**src/rtl/pixel_pkg.sv**
```systemverilog
`default_nettype none
// ============================================================================
// Module      : pixel_pkg
// Description : Shared defaults and FSM state encoding for the pixel loader
//               (pixel_loader top and its pixel_packer sub-module).
// Contents    : c_PIX_W / c_LANES / c_ADDR_W parameter defaults,
//               c_CNT_W pixel-count width, state_t FSM enum, lane_w() helper.
// Revision    : 1.0 - initial release
// ============================================================================
package pixel_pkg;

    localparam int c_PIX_W  = 16;   // bits per pixel
    localparam int c_LANES  = 3;    // pixels per SRAM word / write-enable lanes
    localparam int c_ADDR_W = 10;   // SRAM word address width
    localparam int c_CNT_W  = 12;   // width of the pixel_count request field

    typedef enum logic [1:0] {
        ST_IDLE  = 2'd0,
        ST_LOAD  = 2'd1,
        ST_FLUSH = 2'd2,
        ST_DONE  = 2'd3
    } state_t;

    // Width of a lane index; a single-lane build still needs one bit.
    function automatic int lane_w(input int lanes);
        return (lanes > 1) ? $clog2(lanes) : 1;
    endfunction

endpackage
`default_nettype wire

```
**src/rtl/pixel_packer.sv**
```systemverilog
`default_nettype none
// ============================================================================
// Module      : pixel_packer
// Description : Lane bookkeeping for the pixel loader. Tracks which lane the
//               next pixel lands in, generates the active-low lane write
//               enables and drives the registered SRAM write data.
//               Build option PIXEL_LOADER_PACK_EN:
//                 defined   - pixels collect in a holding register; one write
//                             per full word, partial word written on flush.
//                 undefined - every pixel is written on its own cycle with a
//                             single lane enabled; flush writes nothing.
// Ports       : clk, rst        - clock, synchronous active-high reset
//               i_clear         - restart at lane 0 (new load accepted)
//               i_push          - a pixel transfers this cycle
//               i_flush         - end of load, emit any partial word
//               i_pixel         - pixel data
//               o_write         - a write is issued at this clock edge
//               o_word_end      - this push fills the last lane of a word
//               o_sram_wean     - registered active-low lane write enables
//               o_sram_di       - registered SRAM write data
// Revision    : 1.0 - initial release
// ============================================================================
module pixel_packer
    import pixel_pkg::*;
#(
    parameter int PIX_W = c_PIX_W,
    parameter int LANES = c_LANES
) (
    input  logic                   clk,
    input  logic                   rst,
    input  logic                   i_clear,
    input  logic                   i_push,
    input  logic                   i_flush,
    input  logic [PIX_W-1:0]       i_pixel,
    output logic                   o_write,
    output logic                   o_word_end,
    output logic [LANES-1:0]       o_sram_wean,
    output logic [LANES*PIX_W-1:0] o_sram_di
);

    localparam int                  c_LANE_W    = lane_w(LANES);
    localparam logic [c_LANE_W-1:0] c_LAST_LANE = c_LANE_W'(LANES - 1);

    logic [c_LANE_W-1:0] r_lane;
    logic                w_last_lane;

    assign w_last_lane = (r_lane == c_LAST_LANE);
    assign o_word_end  = i_push & w_last_lane;

    // Lane of the next pixel; restarts at every new load and after flush.
    always_ff @(posedge clk) begin
        if (rst) begin
            r_lane <= '0;
        end else if (i_clear | i_flush) begin
            r_lane <= '0;
        end else if (i_push) begin
            r_lane <= w_last_lane ? '0 : r_lane + 1'b1;
        end
    end

`ifdef PIXEL_LOADER_PACK_EN

    logic [LANES*PIX_W-1:0] r_hold;
    logic [LANES*PIX_W-1:0] w_word;
    logic [LANES-1:0]       w_fill;

    // Holding register with the incoming pixel merged into its lane, so a
    // word completed by this push can be written in the same edge.
    always_comb begin
        w_word = r_hold;
        w_word[r_lane*PIX_W +: PIX_W] = i_pixel;
    end

    // Lanes below the current index already hold a pixel of the open word.
    for (genvar gi = 0; gi < LANES; gi++) begin : g_fill
        assign w_fill[gi] = (c_LANE_W'(gi) < r_lane);
    end

    assign o_write = (i_push & w_last_lane) | (i_flush & (r_lane != '0));

    always_ff @(posedge clk) begin
        if (rst) begin
            r_hold      <= '0;
            o_sram_wean <= '1;
            o_sram_di   <= '0;
        end else begin
            o_sram_wean <= '1;
            if (i_push) begin
                r_hold <= w_word;
            end
            if (i_push & w_last_lane) begin
                o_sram_wean <= '0;
                o_sram_di   <= w_word;
            end else if (i_flush & (r_lane != '0)) begin
                // Stale lanes of r_hold are masked off by the enables.
                o_sram_wean <= ~w_fill;
                o_sram_di   <= r_hold;
            end
        end
    end

`else

    logic [LANES-1:0] w_onehot;

    for (genvar gi = 0; gi < LANES; gi++) begin : g_onehot
        assign w_onehot[gi] = (c_LANE_W'(gi) == r_lane);
    end

    assign o_write = i_push;

    // Only the targeted lane slice changes; the rest of the bus holds.
    always_ff @(posedge clk) begin
        if (rst) begin
            o_sram_wean <= '1;
            o_sram_di   <= '0;
        end else begin
            o_sram_wean <= '1;
            if (i_push) begin
                o_sram_wean                       <= ~w_onehot;
                o_sram_di[r_lane*PIX_W +: PIX_W]  <= i_pixel;
            end
        end
    end

`endif

endmodule
`default_nettype wire

```
**src/rtl/pixel_loader.sv**
```systemverilog
`default_nettype none
// ============================================================================
// Module      : pixel_loader
// Description : Streams pixel_count pixels from a valid/ready pixel input into
//               a LANES-pixel-wide SRAM starting at base_addr. Pixel k goes to
//               word base_addr + k/LANES (wrapping), lane k%LANES. All SRAM
//               outputs are registered.
//               Build option PIXEL_LOADER_PACK_EN (see pixel_packer) selects
//               whole-word packed writes instead of one write per pixel; the
//               final SRAM contents are the same either way.
// Ports       : clk, rst      - clock, synchronous active-high reset
//               start         - load request, honoured only when idle
//               base_addr     - first word address (sampled on start)
//               pixel_count   - pixels to load, 0..3072 (sampled on start)
//               pixel_in      - pixel data
//               pixel_valid   - pixel_in valid
//               pixel_ready   - loader accepts a pixel this cycle
//               sram_wean     - active-low lane write enables
//               sram_a        - SRAM word address
//               sram_di       - SRAM write data (lane i at [i*PIX_W +: PIX_W])
//               sram_oe       - output enable, held low
//               busy          - load in progress
//               done          - one-cycle completion pulse
// Revision    : 1.0 - initial release
// ============================================================================
module pixel_loader
    import pixel_pkg::*;
#(
    parameter int PIX_W  = c_PIX_W,
    parameter int LANES  = c_LANES,
    parameter int ADDR_W = c_ADDR_W
) (
    input  logic                   clk,
    input  logic                   rst,
    input  logic                   start,
    input  logic [ADDR_W-1:0]      base_addr,
    input  logic [c_CNT_W-1:0]     pixel_count,
    input  logic [PIX_W-1:0]       pixel_in,
    input  logic                   pixel_valid,
    output logic                   pixel_ready,
    output logic [LANES-1:0]       sram_wean,
    output logic [ADDR_W-1:0]      sram_a,
    output logic [LANES*PIX_W-1:0] sram_di,
    output logic                   sram_oe,
    output logic                   busy,
    output logic                   done
);

    state_t             r_state;
    logic [ADDR_W-1:0]  r_addr;
    logic [ADDR_W-1:0]  r_sram_a;
    logic [c_CNT_W-1:0] r_remaining;
    logic               r_ready;
    logic               r_busy;
    logic               r_done;

    logic w_accept;
    logic w_push;
    logic w_flush;
    logic w_write;
    logic w_word_end;

    assign w_accept = (r_state == ST_IDLE) & start;
    assign w_push   = pixel_valid & r_ready;
    assign w_flush  = (r_state == ST_FLUSH);

    pixel_packer #(
        .PIX_W (PIX_W),
        .LANES (LANES)
    ) u_packer (
        .clk         (clk),
        .rst         (rst),
        .i_clear     (w_accept),
        .i_push      (w_push),
        .i_flush     (w_flush),
        .i_pixel     (pixel_in),
        .o_write     (w_write),
        .o_word_end  (w_word_end),
        .o_sram_wean (sram_wean),
        .o_sram_di   (sram_di)
    );

    // FSM, word address counter and registered status outputs. The address
    // register r_addr always points at the word currently being filled;
    // sram_a captures it on the edge that issues a write.
    always_ff @(posedge clk) begin
        if (rst) begin
            r_state     <= ST_IDLE;
            r_addr      <= '0;
            r_sram_a    <= '0;
            r_remaining <= '0;
            r_ready     <= 1'b0;
            r_busy      <= 1'b0;
            r_done      <= 1'b0;
        end else begin
            r_done <= 1'b0;
            if (w_write) begin
                r_sram_a <= r_addr;
            end

            case (r_state)
                ST_IDLE: begin
                    if (start) begin
                        r_addr      <= base_addr;
                        r_remaining <= pixel_count;
                        r_busy      <= 1'b1;
                        if (pixel_count == '0) begin
                            r_state <= ST_DONE;
                            r_done  <= 1'b1;
                        end else begin
                            r_state <= ST_LOAD;
                            r_ready <= 1'b1;
                        end
                    end
                end

                ST_LOAD: begin
                    if (w_push) begin
                        r_remaining <= r_remaining - 1'b1;
                        // Wraps modulo 2^ADDR_W by register width.
                        if (w_word_end) begin
                            r_addr <= r_addr + 1'b1;
                        end
                        if (r_remaining == c_CNT_W'(1)) begin
                            r_state <= ST_FLUSH;
                            r_ready <= 1'b0;
                        end
                    end
                end

                ST_FLUSH: begin
                    r_state <= ST_DONE;
                    r_done  <= 1'b1;
                end

                ST_DONE: begin
                    r_state <= ST_IDLE;
                    r_busy  <= 1'b0;
                end

                default: begin
                    r_state <= ST_IDLE;
                    r_ready <= 1'b0;
                    r_busy  <= 1'b0;
                end
            endcase
        end
    end

    assign pixel_ready = r_ready;
    assign busy        = r_busy;
    assign done        = r_done;
    assign sram_a      = r_sram_a;
    assign sram_oe     = 1'b0;

endmodule
`default_nettype wire
```
**config.mk**
```make
export PLATFORM = sky130hd
export DESIGN_NAME = pixel_loader
export DESIGN_NICKNAME = d
export VERILOG_FILES = /design/src/rtl/pixel_pkg.sv /design/src/rtl/pixel_packer.sv /design/src/rtl/pixel_loader.sv
export SDC_FILE = /design/constraint.sdc
export NUM_CORES = 1
export LEC_CHECK = 0
export CORE_ASPECT_RATIO = 0.6
export CORE_MARGIN = 2
export CORE_UTILIZATION = 40
export DETAILED_ROUTE_END_ITERATION = 6
export PLACE_DENSITY = 0.7
export SYNTH_ARGS = -nofsm -noshare
export SYNTH_HDL_FRONTEND = slang
export SYNTH_SLANG_ARGS = --single-unit
```
**constraint.sdc**
```tcl
create_clock -name clk -period 1.6 [get_ports clk]
set_input_delay 0.24 -clock clk [delete_from_list [all_inputs] [get_ports clk]]
set_output_delay 0.24 -clock clk [all_outputs]
set_load 0.005 [all_outputs]
```
==> reports/results.ini <==
[power_and_ir_drop]
totalPowerFinal_uw=8775
vdd_drop_max_v=0.0008137
p_int_uw=5581
power_density_nw_per_um2=1453
swShare=0.3640
leakagePower_uw=0.002122
switching_power_uw=3194
sequentialPowerShare=0.332
power_frac_clock=0.244
p_comb_frac=0.424

[drt]
route.detailed.wl_per_inst_um=15.93
dr.pass1.iters=5
drcViolationCount=0
wl_mm=11.92
drt-initial-drc-count=330
detail-route-antenna-nets=0
vias_per_cell=5.492
vias=4108

[final_layout]
syn_to_final_growth_pct=48.71
fin_nets=662
layout-drive-gt1-share=0.1925
antenna_cells=0
fin_util=0.6113
fin_area_sq_um=6040

[setup_path]
worstRegToRegCells=6
worstPathRequired_ns=1.88
worstSetupStartpointType=register
crit_path_end_kind=register
critical_path_class=reg -> reg
arrival_ns=1.84
critPathMaxFanout=5

[clock_tree]
cts_tree=yes
cts.htree.levels=3
clk_latency_ns=0.34
clk_pin_slew_worst_paths_ns=0.07
ctsLongestPathBuffers=2
cts_buffers=9
clock-root-buffer=clkbuf_16
cts.sinks=90

[yosys]
async_reset_ff_frac=0
ys_ff_latch=90
synth_cell_types=64
syn_area_sq_um=4061
syn_nets=526
synth_cells=472
avgSynthCellArea_sq_um=8.605
ys_warn_count=0
synth_edf_count=0
synth_flop_cell=dfxtp_1
synth-seq-area-share=0.4436

[global_routing]
grt_max_degree=46
first_global_vias=3716
grt-ovfl-total=0
grt_pass1_wl_mm=18.30
grt_usage=0.2098
antenna_found_initial=0

[timing]
period_needed_ns=1.559
finClkSkew_ns=0.007981
fmax_ghz=0.6416
worst_slew_pin_slew_ns=0.4982
slew_viol_final=0
rsz0062_at_grt=yes
timing.slew.headroom=0.6653
finalHoldViolations=0
fin_crit_sh=0.9741
setup_slack_ns=0.04143
setup_violations=0

[die]
coreArea_sq_um=9879
ios=107
die_area_sq_um=11000
die_w_um=134.1
start_util=0.4111
rows=28
dieHeight_um=82.05

[status]
status=complete, no violations

[hold_path]
min_path_cells=2
holdCritPathClass=in -> reg

[placement]
pre_cts_ws_ns=-0.2435
port_buffers=105
placed_cell_area_sq_um=5507
dpl.hpwl_mm=8.368
gp_congestion=0.8821

[job]
cap_violations=0

[state kept, by name, indices dropped and copies added, names as in the netlist]
| signal | cells |
|---|---|
| done | 1 |
| busy | 1 |
| u_packer.o_sram_di | 48 |
| r_state | 2 |
| sram_a | 10 |
| r_remaining | 12 |
| pixel_ready | 1 |
| r_addr | 10 |
| u_packer.o_sram_wean | 3 |
| u_packer.r_lane | 2 |
[cell families after synthesis]
family | count (synthesis) | synth area share
DFF | 90 | 0.4436
muxes | 5 | 0.01355
other | 1 | 0.0009233
buffers and inverters | 43 | 0.05206
and+or+nand+nor | 174 | 0.2169
adders and majority gates | 12 | 0.03697
AOI/OAI and AO/OA | 147 | 0.2360
[routing by layer]
metal | global-route usage | up-vias | share of wire
li1 | - | 1986 | -
met1 | 0.3000 | 1936 | 0.47
met2 | 0.3092 | 174 | 0.42
met3 | 0.06481 | 12 | 0.091
met4 | 0.04737 | 0 | 0.010
met5 | 0 | - | 0
[path summary, 6_finish.rpt]
check	startpoint	end	slack, ns
max	u_packer.r_lane[0]	u_packer.o_sram_di[34]	0.04
min	rst	u_packer.o_sram_di[23]	0.27
max reg2reg	u_packer.r_lane[0]	u_packer.o_sram_di[34]	0.04
min reg2reg	u_packer.o_sram_di[13]	u_packer.o_sram_di[13]	0.45
[timing repair]
item / CTS / global route
pin swaps: 3 / 10
setup endpoints to repair: 34 / 59
hold buffers: 0 / 0
buffers inserted: 2 / 2
gates resized for setup: 16 / 34
gates cloned: 2 / 0
[through the flow]
step / instances / hold slack [ns] / setup TNS (ns)
2_1_floorplan: 472 / 0.3728 / 0
3_3_place_gp: 726 / 0.4424 / -3.668
3_5_place_dp: 726 / 0.4452 / -5.346
4_1_cts: 746 / 0.2711 / -0.01063
5_1_grt: 748 / 0.2976 / -0.1709
6_report: 748 / 0.2717 / 0
[critical path, stage by stage, from the launching register on]
cell	delay, ns
dfxtp_2	0.34
inv_2	0.06
ha_4	0.26
or3b_4	0.43
nor2_4	0.23
a22oi_1	0.09
nor2_1	0.09
[cell usage in the layout, fill, tap and decap left out, types with 3 or more instances in the layout]
cell	instances
ha_1	8
nor4_1	4
buf_6	5
nand2_1	49
inv_2	4
nand3_1	26
nor2_4	3
a211oi_1	11
buf_4	39
a21oi_2	3
nor3_1	7
nand4_1	3
buf_12	4
and4_1	3
clkdlybuf4s50_1	103
a21o_1	3
a22o_1	6
o211ai_1	3
a21oi_1	50
nor4_2	4
a22oi_1	24
mux2i_1	3
dfxtp_1	81
o21ai_0	17
a31oi_1	3
nor2b_1	6
dfxtp_2	7
clkbuf_16	9
nand2b_1	4
ha_4	3
inv_1	7
o31ai_1	3
nor2_1	44
[Yosys cell counts (6+ instances only)]
| library cell | n | area share |
|---|---|---|
| a22oi_1 | 26 | 0.048 |
| nand2_1 | 50 | 0.046 |
| nor3_1 | 7 | 0.0086 |
| dfxtp_1 | 90 | 0.44 |
| nor2_1 | 45 | 0.042 |
| a211oi_1 | 11 | 0.020 |
| a21oi_1 | 52 | 0.064 |
| clkbuf_1 | 14 | 0.013 |
| buf_2 | 9 | 0.011 |
| ha_1 | 12 | 0.037 |
| nor2b_1 | 6 | 0.0092 |
| nand3_1 | 26 | 0.032 |
| nor4_1 | 6 | 0.0092 |
| a22o_1 | 6 | 0.013 |
| inv_1 | 11 | 0.010 |
| o21ai_0 | 18 | 0.022 |
[power groups by stage]
stage / clock network, uW / logic (uW) / registers (uW)
6_report: 2140 / 3720 / 2910
5_1_grt: 2250 / 4040 / 2950
4_1_cts: 2170 / 3430 / 2850
3_5_place_dp: 0 / 3190 / 2890
3_3_place_gp: 0 / 3150 / 2870
2_1_floorplan: 0 / 2030 / 2840
[cell type report]
cell class	instances	area [sq um]
fill	835	3840
multi-input combinational	341	2212
sequential	90	1818
timing repair buffer	154	1489
clock buffer	10	239.0
tap	135	168.9
clock inverter	6	65.06
inverter	12	47.55
(Power assumes the default switching activity.)
